--- config.mk ---
export PLATFORM = sky130hd
export DESIGN_NAME = led_cube_uart_tx
export DESIGN_NICKNAME = d
export VERILOG_FILES = /design/src/rtl/led_cube_uart_pkg.sv /design/src/rtl/led_cube_byte_fifo.sv /design/src/rtl/led_cube_uart_tx.sv
export SDC_FILE = /design/constraint.sdc
export NUM_CORES = 1
export LEC_CHECK = 0
export ABC_AREA = 1
export CORE_UTILIZATION = 45
export DETAILED_ROUTE_END_ITERATION = 10
export PLACE_DENSITY = 0.75
export SLEW_MARGIN = 10
export SYNTH_ARGS = -nofsm -noshare
export SYNTH_HDL_FRONTEND = slang
export SYNTH_HIERARCHICAL = 1
export SYNTH_SLANG_ARGS = --single-unit
--- constraint.sdc ---
create_clock -name clk -period 5.3 [get_ports clk]
set_input_delay 1.06 -clock clk [delete_from_list [all_inputs] [get_ports clk]]
set_output_delay 1.06 -clock clk [all_outputs]
set_load 0.01 [all_outputs]
--- src/rtl/led_cube_uart_pkg.sv ---
// Shared definitions for the LED-cube UART transmit path: Avalon register
// indices of the UART slave, status-register bit positions, and the
// transmit FSM state encoding.
package led_cube_uart_pkg;

  localparam logic [4:0] REG_RXDATA  = 5'd0;
  localparam logic [4:0] REG_TXDATA  = 5'd1;
  localparam logic [4:0] REG_STATUS  = 5'd2;
  localparam logic [4:0] REG_CONTROL = 5'd3;

  localparam int STAT_TMT  = 5;
  localparam int STAT_TRDY = 6;
  localparam int STAT_RRDY = 7;

  typedef enum logic [2:0] {
    IDLE      = 3'd0,
    POLL      = 3'd1,
    POLL_WAIT = 3'd2,
    CHECK     = 3'd3,
    WRITE     = 3'd4,
    GAP       = 3'd5
  } state_e;

endpackage

--- src/rtl/led_cube_byte_fifo.sv ---
// Byte FIFO buffering transmit data ahead of the UART. DEPTH must be a power
// of two so the read/write pointers wrap naturally at their width.
module led_cube_byte_fifo #(
  parameter int DEPTH = 8
) (
  input  logic                     clk,
  input  logic                     rst_n,
  input  logic                     push,
  input  logic                     pop,
  input  logic [7:0]               din,
  output logic [7:0]               dout,
  output logic                     full,
  output logic                     empty,
  output logic [$clog2(DEPTH):0]   level
);

  localparam int AW = $clog2(DEPTH);
  localparam int LW = AW + 1;

  logic [7:0]    mem_q [DEPTH];
  logic [AW-1:0] wr_ptr_q;
  logic [AW-1:0] rd_ptr_q;
  logic [LW-1:0] level_q;
  logic          do_push;
  logic          do_pop;

  assign full    = (level_q == LW'(DEPTH));
  assign empty   = (level_q == '0);
  assign level   = level_q;
  assign dout    = mem_q[rd_ptr_q];
  // A push into a full FIFO is dropped even if a pop happens the same cycle.
  assign do_push = push && !full;
  assign do_pop  = pop && !empty;

  // Pointer and occupancy bookkeeping; reset discards all contents.
  always_ff @(posedge clk) begin
    if (!rst_n) begin
      wr_ptr_q <= '0;
      rd_ptr_q <= '0;
      level_q  <= '0;
    end else begin
      if (do_push) wr_ptr_q <= wr_ptr_q + 1'b1;
      if (do_pop)  rd_ptr_q <= rd_ptr_q + 1'b1;
      if (do_push && !do_pop)      level_q <= level_q + 1'b1;
      else if (!do_push && do_pop) level_q <= level_q - 1'b1;
    end
  end

  // Storage array, written only on an accepted push.
  always_ff @(posedge clk) begin
    if (rst_n && do_push) mem_q[wr_ptr_q] <= din;
  end

endmodule

--- src/rtl/led_cube_uart_tx.sv ---
// Drains a byte FIFO into an Avalon-MM UART: polls STATUS for TRDY before
// every byte, backs off POLL_GAP cycles when the transmitter is busy, then
// writes the byte to TXDATA.
//
//   state     | meaning
//   IDLE      | waiting for a byte in the FIFO
//   POLL      | status read strobe, held through waitrequest
//   POLL_WAIT | waiting for readdatavalid, captures TRDY
//   CHECK     | decide between writing and backing off
//   WRITE     | txdata write strobe, held through waitrequest; pops on accept
//   GAP       | back-off down-counter before the next poll
module led_cube_uart_tx
  import led_cube_uart_pkg::*;
#(
  parameter int FIFO_DEPTH = 8,
  parameter int POLL_GAP   = 4
) (
  input  logic                          clk,
  input  logic                          rst_n,
  input  logic [7:0]                    tx_data,
  input  logic                          tx_valid,
  output logic                          tx_ready,
  output logic                          busy,
  output logic [$clog2(FIFO_DEPTH):0]   fifo_level,
  output logic [4:0]                    avalon_master_address,
  output logic                          avalon_master_read,
  output logic                          avalon_master_write,
  output logic [15:0]                   avalon_master_writedata,
  input  logic [15:0]                   avalon_master_readdata,
  input  logic                          avalon_master_readdatavalid,
  input  logic                          avalon_master_waitrequest
);

  state_e     state_q, state_d;
  logic       trdy_q, trdy_d;
  logic [7:0] gap_q, gap_d;

  logic       fifo_full;
  logic       fifo_empty;
  logic [7:0] fifo_dout;
  logic       fifo_pop;
  logic       unused_rdata;

  // Only the TRDY bit of the status word matters here.
  assign unused_rdata = ^{avalon_master_readdata[15:STAT_TRDY+1],
                          avalon_master_readdata[STAT_TRDY-1:0]};

  assign tx_ready = !fifo_full;
  assign busy     = !fifo_empty || (state_q != IDLE);

  led_cube_byte_fifo #(
    .DEPTH (FIFO_DEPTH)
  ) u_fifo (
    .clk   (clk),
    .rst_n (rst_n),
    .push  (tx_valid && tx_ready),
    .pop   (fifo_pop),
    .din   (tx_data),
    .dout  (fifo_dout),
    .full  (fifo_full),
    .empty (fifo_empty),
    .level (fifo_level)
  );

  // Next-state and bus outputs; strobes are decoded straight from the state.
  always_comb begin
    state_d                 = state_q;
    trdy_d                  = trdy_q;
    gap_d                   = gap_q;
    fifo_pop                = 1'b0;
    avalon_master_read      = 1'b0;
    avalon_master_write     = 1'b0;
    avalon_master_address   = REG_RXDATA;
    avalon_master_writedata = 16'h0000;
    case (state_q)
      IDLE: begin
        if (!fifo_empty) state_d = POLL;
      end
      POLL: begin
        avalon_master_read    = 1'b1;
        avalon_master_address = REG_STATUS;
        if (!avalon_master_waitrequest) state_d = POLL_WAIT;
      end
      POLL_WAIT: begin
        if (avalon_master_readdatavalid) begin
          trdy_d  = avalon_master_readdata[STAT_TRDY];
          state_d = CHECK;
        end
      end
      CHECK: begin
        if (trdy_q) begin
          state_d = WRITE;
        end else begin
          gap_d   = 8'(POLL_GAP - 1);
          state_d = GAP;
        end
      end
      GAP: begin
        if (gap_q == 8'd0) state_d = POLL;
        else               gap_d   = gap_q - 8'd1;
      end
      WRITE: begin
        avalon_master_write     = 1'b1;
        avalon_master_address   = REG_TXDATA;
        avalon_master_writedata = {8'h00, fifo_dout};
        if (!avalon_master_waitrequest) begin
          fifo_pop = 1'b1;
          state_d  = IDLE;
        end
      end
      default: state_d = IDLE;
    endcase
  end

  // FSM state, captured TRDY and back-off counter.
  always_ff @(posedge clk) begin
    if (!rst_n) begin
      state_q <= IDLE;
      trdy_q  <= 1'b0;
      gap_q   <= 8'd0;
    end else begin
      state_q <= state_d;
      trdy_q  <= trdy_d;
      gap_q   <= gap_d;
    end
  end

endmodule

==> results_dict.tcl <==
set metrics [dict create \
    status "complete, no violations" \
    drc 0 \
    die_height_um 99.3 \
    drt_iter0_drc 141 \
    worstSetupEndpointType "primary output" \
    wl_per_cell_um 13.3 \
    cts_tree "done" \
    cts_resized 0 \
    start_util 0.463 \
    antenna_found_initial 0 \
    routed_via_density 4.98 \
    numCtsBuffers 9 \
    yosysUniqueCellTypes 26 \
    hold_class "register to register" \
    powerDensity_nw_per_um2 388 \
    path_class "register to primary output" \
    root_buffer "clkbuf_8" \
    rrSetupSlack_ps 2640 \
    diodes 0 \
    std_cell_rows 35 \
    place_worst_setup_slack_ps 1990 \
    syn_inst 467 \
    cts_hold_buf 0 \
    crit_path_max_fanout 17 \
    grt_pass1_wl_um 13400 \
    worstPathCellList "inv_6 > nor2_1 > o21ai_1 > nand2_1 > nand2_1 > nand2_1 > inv_1 > nor2_1 > clkdlybuf4s50_1" \
    fin_worst_skew_ps 10.2 \
    gr-usage-met3 0.0541 \
    postLayoutCellArea_um2 4730 \
    drv_slew 0 \
    area_growth_pct 11.0 \
    peakVddDrop_uv 321 \
    yosysSeqAreaShare 0.569 \
    max_slew_margin 0.357 \
    clock_path_buffers 2 \
    hold_violations 0 \
    worstPathRequired_ps 4240 \
    crit_family "flip-flops" \
    ioPinCount 58 \
    tightest_slew_ps 962 \
    ys_top_cells_by_area "edfxtp_1 45%, dfxtp_1 12%, nor2_1 10%" \
    period_needed_ps 3660 \
    maxCapViolations 0 \
    nNetsFinal 533 \
    use_met2 0.316 \
    firstDrtPassIters 5 \
    cts_setup_buffers 0 \
    utilization 0.514 \
    p_leak_nw 1.95 \
    grt-busiest-layer "met2" \
    clk_latency_ps 350 \
    syn_avg_cell_area_um2 9.12 \
    cp.arrival_ps 2600 \
    cpPeakStageDelay_ps 860 \
    start_kind "register" \
    final_cell_mix "114 x nor2_1, 79 x nand2_1, 64 x edfxtp_1, 47 x inv_1, 31 x clkdlybuf4s50_1" \
    clock_sinks 89 \
    core-area_um2 9200 \
    yosys_register_bits 89 \
    io_buffers 31 \
    rsz0062_at_grt "no" \
    grt_use_met1 0.203 \
    yosysTopAreaCell "edfxtp_1" \
    fin_crit_sh 0.690 \
    hpwlAfterDp_um 5470 \
    setup_ws_ps 1640 \
    clk_pin_slew_ps 90 \
    dieArea_um2 9860 \
    final.setup.tns_ps 0 \
    h-tree-depth 3 \
    drive_gt1_frac 0.0780 \
    num_vias 3041 \
    cpMostUsedCell "nand2_1" \
    grt_pass1_vias 2964 \
    grt_overflow 0 \
    cp_slowest_cell "dfxtp_1" \
    dieWidth_um 99.3 \
    placed_area_um2 4550 \
    grt_usage 0.177 \
    grt_max_degree 33 \
    gp_congestion 0.844 \
    synth_top_area_share 0.451 \
    yosysWarningCount 6 \
    synth.cell_area_um2 4260 \
    ant_nets 0 \
    wl_um 8150 \
    fmax_mhz 273 \
    path_buf_inv 3 \
    layout_commonest_cell "nor2_1" \
    setup_viol_count_final 0 \
]
## state kept, by name (all words and copies together), names as in the netlist, named ones only
register and count:
state_q 3, gap_q 8, u_fifo/wr_ptr_q 3, trdy_q 1, u_fifo/mem_q 64, u_fifo/rd_ptr_q 3, u_fifo/level 4
## path summary, 6_finish.rpt
path | start | cells past startpoint | to
worst max register to register | state_q[1] | 12 | u_fifo/level[3]
worst max-delay path | register | 9 | avalon_master_writedata[5]
worst min register to register | trdy_q | 2 | trdy_q
worst min-delay path | trdy_q | 2 | trdy_q
## logic make-up after synthesis
| kind of cell | share of synthesized area |
|---|---|
| other | 0.000880 |
| buffers and inverters | 0.0943 |
| AOI/OAI and AO/OA | 0.0708 |
| xor gates and xnor gates | 0.00822 |
| DFF | 0.569 |
| and+or+nand+nor | 0.232 |
| adders and majority gates | 0.0253 |
## worst reg2reg max path: stages, from the launching register on
cell and delay (ps):
dfxtp_1 380, nor2_1 210, nand2_1 360, nor2_1 300, nand2_2 120, ha_1 210, inv_1 140, ha_1 270
or2_2 320, nand3_1 80, nand3_1 80, nand2_1 60, inv_1 30
## per-layer routing
layer / vias to the layer above / routed length, um
met1: 1403 / 3620
met4: 0 / 91
met5: - / 0
li1: 1541 / -
met3: 10 / 433
met2: 87 / 4000
## metrics by stage
| stage | power [W] | cells | hold WS (ps) |
|---|---|---|---|
| floorplan | 0.00125 | 477 | 465 |
| global placement | 0.00138 | 596 | 483 |
| detailed placement | 0.00140 | 596 | 491 |
| CTS | 0.00184 | 611 | 503 |
| global route | 0.00195 | 611 | 529 |
| finish | 0.00183 | 611 | 500 |
## cell type report
type                            count  area (um2)
Tap cell                          111         139
Timing Repair Buffer               32         318
Clock buffer                        9         124
Clock inverter                      6        60.1
Multi-Input combinational cell    314        1470
Fill cell                         814        4470
Sequential cell                    89        2420
Inverter                           50         193
## cells in the mapped netlist (all sizes together)
library cell and number:
nand2 85, conb 1, nor2 122, nand4 4
ha 7, nand3 21, buf 24, inv 50
edfxtp 64, a21oi 14, o21ai 44, or2 1
fa 1, dfxtp 25, xor2 4
## where the power goes
group | internal, W | total [W] | switching [W]
Clock | 0.000213 | 0.000438 | 0.000225
Combinational | 0.000215 | 0.000536 | 0.000321
Sequential | 0.000806 | 0.000859 | 0.0000526
Power figures use the tool's default switching activity.
==> patch 1 (same flow settings) <==
The 6 states of `state_e` get a one-hot encoding in 6 bits.
--- a/src/rtl/led_cube_uart_pkg.sv
+++ b/src/rtl/led_cube_uart_pkg.sv
@@ -13,11 +13,11 @@
   localparam int STAT_RRDY = 7;
 
-  typedef enum logic [2:0] {
-    IDLE      = 3'd0,
-    POLL      = 3'd1,
-    POLL_WAIT = 3'd2,
-    CHECK     = 3'd3,
-    WRITE     = 3'd4,
-    GAP       = 3'd5
+  typedef enum logic [5:0] {
+    IDLE      = 6'b000001,
+    POLL      = 6'b000010,
+    POLL_WAIT = 6'b000100,
+    CHECK     = 6'b001000,
+    WRITE     = 6'b010000,
+    GAP       = 6'b100000
   } state_e;
 
Function: same outputs for any inputs over 10 cycles, from zero or initial values and one cycle with rst_n low; not proved beyond that.
==> patch 1 against the unedited design <==
- power is 7.2% lower
- global-route usage is 0.48 points higher
- setup slack got worse by 79 ps
- area after synthesis increased by 3.3%
- fmax decreased by 2.1%
- cell area rose by 4.1%
- routed wire length grew 5.0%
- sequential cell count increased by 3
==> patch 1: results <==
set metrics [dict create \
    status "completed" \
    detail_route.vias_per_cell 4.85 \
    async_flop_share 0 \
    firstDrtPassIters 4 \
    whs_path_depth 2 \
    final_nets 544 \
    port-buffer-count 31 \
    track_usage 0.182 \
    slowest_delay_ps 790 \
    sw_frac_of_total 0.282 \
    antenna_found_initial 0 \
    fillers 878 \
    ctsResizeCount 0 \
    insertedDiodeCount 0 \
    routed_wl_mm 8.56 \
    ys_warn_count 6 \
    reg2regPathDepth 12 \
    met2_usage 0.323 \
    ys_top_cells_by_count "nor2_1 (110), nand2_1 (77), edfxtp_1 (64)" \
    slew_headroom 0.334 \
    detail_route.iter0.violations 114 \
    grt_pass1_wl_mm 14.1 \
    cts.htree.levels 3 \
    gp_congestion 0.844 \
    critical_path.top_delay_family "buffers and inverters" \
    synth_flop_cell "edfxtp_1" \
    min_path_type "flop to flop" \
    reg_top3 "u_fifo/mem_q: 64 flops, gap_q: 8 flops, state_q: 6 flops" \
    synth-edff-count 64 \
    grt_pass1_vias 3029 \
    ys_seq_area_frac 0.564 \
    grt.overflow.total 0 \
    post_cts_buffers 0 \
    use_met3 0.0395 \
    cts.clk_slew.worst_paths_ps 80 \
    synthDistinctLibCells 29 \
    postPlaceCellArea_um2 4710 \
    met1_usage 0.218 \
    crit_fanout 18 \
    p_leak_nw 2.04 \
    arrival_ps 2680 \
    ir_drop_mv 0.226 \
    clock_latency_ps 340 \
    synth_area_leaders "edfxtp_1 (44%), dfxtp_1 (13%), nor2_1 (9.4%)" \
    cts_root_buf "clkbuf_8" \
    fin_skew_ps 7.34 \
    cts_buffers 9 \
    clockBufferDepth 2 \
    crit_slowest_cell "dfxtp_1" \
    dp_hpwl_mm 5.68 \
    grt_max_degree 33 \
    drive_gt1_frac 0.0898 \
    post-place-ws_ps 1930 \
]
## patch 1: final cells by class
class / instances / area share
Clock inverter: 7 / 0.0185
Tap cell: 129 / 0.0328
Sequential cell: 92 / 0.504
Multi-Input combinational cell: 321 / 0.315
Inverter: 51 / 0.0399
Timing Repair Buffer: 32 / 0.0645
Clock buffer: 9 / 0.0252
## patch 1: cell families (layout without fill, tap and decap cells)
kind of cell | after synthesis | count (layout) | synth area share
AND/OR/NAND/NOR | 240 | 240 | 0.242
flip-flops | 92 | 92 | 0.564
buffers and inverters | 75 | 99 | 0.0918
other | 1 | 11 | 0.000852
XOR/XNOR | 4 | 4 | 0.00796
AO/OA/AOI/OAI | 58 | 58 | 0.0691
adder cells (fa/ha/maj) | 8 | 8 | 0.0245
## patch 1: stage by stage
step / hold slack (ps) / instances / util
after CTS: 527 / 641 / 0.526
final: 522 / 641 / 0.526
after detailed placement: 515 / 625 / 0.503
after global routing: 545 / 641 / 0.526
after global placement: 484 / 625 / 0.503
after floorplan: 465 / 488 / -
## patch 1: power by group through the flow
| stage | clock (mW) | combinational, mW | sequential [mW] |
|---|---|---|---|
| 5_1_grt | 0.532 | 0.406 | 0.860 |
| 3_5_place_dp | 0 | 0.353 | 0.871 |
| 2_1_floorplan | 0 | 0.247 | 0.869 |
| 4_1_cts | 0.502 | 0.355 | 0.855 |
| 6_report | 0.492 | 0.355 | 0.855 |
| 3_3_place_gp | 0 | 0.342 | 0.868 |
## patch 1: tightest hold or removal path, cell delays in order (launching register included)
cell	delay (ps)
dfxtp_1	340
nand2_1	70
a21oi_1	60
## patch 1: final timing paths
| path | from | to | slack (ps) |
|---|---|---|---|
| setup reg to reg | state_q[0] | u_fifo/level[3] | 2500 |
| hold reg to reg | gap_q[6] | gap_q[6] | 520 |
| hold / removal | gap_q[6] | gap_q[6] | 520 |
| setup / recovery | flop | avalon_master_writedata[1] | 1560 |
## patch 1: routing by layer
metal | wire [um] | up-vias
li1 | - | 1583
met1 | 3610 | 1419
met2 | 4220 | 93
met3 | 609 | 11
met4 | 117 | 0
met5 | 0 | -
==> patch 2 (same flow settings) <==
Without the edit above. The parameter `FIFO_DEPTH` goes from 8 to 16.
--- a/src/rtl/led_cube_uart_tx.sv
+++ b/src/rtl/led_cube_uart_tx.sv
@@ -13,5 +13,5 @@
   import led_cube_uart_pkg::*;
 #(
-  parameter int FIFO_DEPTH = 8,
+  parameter int FIFO_DEPTH = 16,
   parameter int POLL_GAP   = 4
 ) (
Ports: changed (resized fifo_level); port bits go from 58 to 59. The function was not compared with the original's and may differ.
==> patch 2 against the unedited design <==
- synthesized cell count increased by 75%
- clock power increased to 2.8 times the old value
- clock skew increased by 1.2 ps
- non-clock buffer count increased by 12
- sequential cell count increased by 68
- power increased by 75%
- setup slack got worse by 120 ps
- area after synthesis increased by 74%
- critical path depth increased by 2
- routed wire length increased by 83%
- combinational power increased by 3.9%
- cell area increased by 80%
- largest cell class unchanged
- largest power group unchanged
- highest routed layer unchanged
==> patch 2: results <==
set metrics [dict create \
    status "completed" \
    grt_pass1_vias 4878 \
    cts.htree.levels 4 \
    routed_wl_mm 14.9 \
    port-buffer-count 32 \
    critical_path.top_delay_family "buffers and inverters" \
    drive_gt1_frac 0.0810 \
    post-place-ws_ps 1930 \
    fillers 1415 \
    postPlaceCellArea_um2 7900 \
    ir_drop_mv 0.268 \
    track_usage 0.190 \
    largest_reg_flops 128 \
    crit_slowest_cell "clkdlybuf4s50_1" \
    cts_buffers 17 \
    clock_latency_ps 430 \
    dp_cells 1048 \
    met2_usage 0.307 \
    vias 5310 \
    met1_usage 0.243 \
    slew_headroom 0.378 \
    cts_root_buf "clkbuf_16" \
    synthDistinctLibCells 27 \
    avgSynthCellArea_um2 9.12 \
    detail_route.iter0.violations 445 \
    cts.clk_slew.worst_paths_ps 70 \
    crit_fanout 32 \
    gp_congestion 0.801 \
]
## patch 2: changes by cell type after synthesis, moves of 3 or more
cell,unedited run,this run
nor2_1,114,64
inv_1,47,145
nand3_1,16,110
nand2_1,79,218
ha_1,7,11
nor3_1,0,8
inv_2,2,5
o21ai_1,30,0
dfxtp_1,25,29
edfxtp_1,64,128
buf_2,2,15
## patch 2: cell type report
| class | instances | area [um2] | share of cell area |
|---|---|---|---|
| clock inverters | 14 | 166 | 0.0196 |
| flip-flops and latches | 157 | 4430 | 0.521 |
| well taps | 216 | 270 | 0.0318 |
| multi-input cells | 481 | 2230 | 0.263 |
| clock buffers | 18 | 429 | 0.0505 |
| repair buffers | 44 | 410 | 0.0483 |
| inverters | 150 | 563 | 0.0662 |
## patch 2: cells by family after synthesis
logic type / count (synthesis) / synth area share
adders and majority gates: 12 / 0.0212
AOI/OAI and AO/OA: 30 / 0.0217
DFF: 157 / 0.595
and+or+nand+nor: 424 / 0.246
other: 1 / 0.000504
buffers and inverters: 187 / 0.111
xor gates and xnor gates: 4 / 0.00471
## patch 2: worst max path at each step
| stage | startpoint | slack, ps | depth (start not counted) | endpoint |
|---|---|---|---|---|
| floorplan | tx_valid | 2630 | 12 | u_fifo/level[3] |
| global placement | flop | 1900 | 11 | avalon_master_writedata[5] |
| global route | flop | 1280 | 11 | avalon_master_writedata[0] |
| detailed placement | flop | 1930 | 11 | avalon_master_writedata[5] |
| finish | flop | 1520 | 11 | avalon_master_writedata[0] |
| CTS | flop | 1450 | 11 | avalon_master_writedata[5] |
## patch 2: power by group
group          internal (mW)  leakage, nW  switching (mW)
Combinational          0.216         2.04           0.342
Sequential              1.39         1.39          0.0468
Clock                  0.740        0.286           0.474
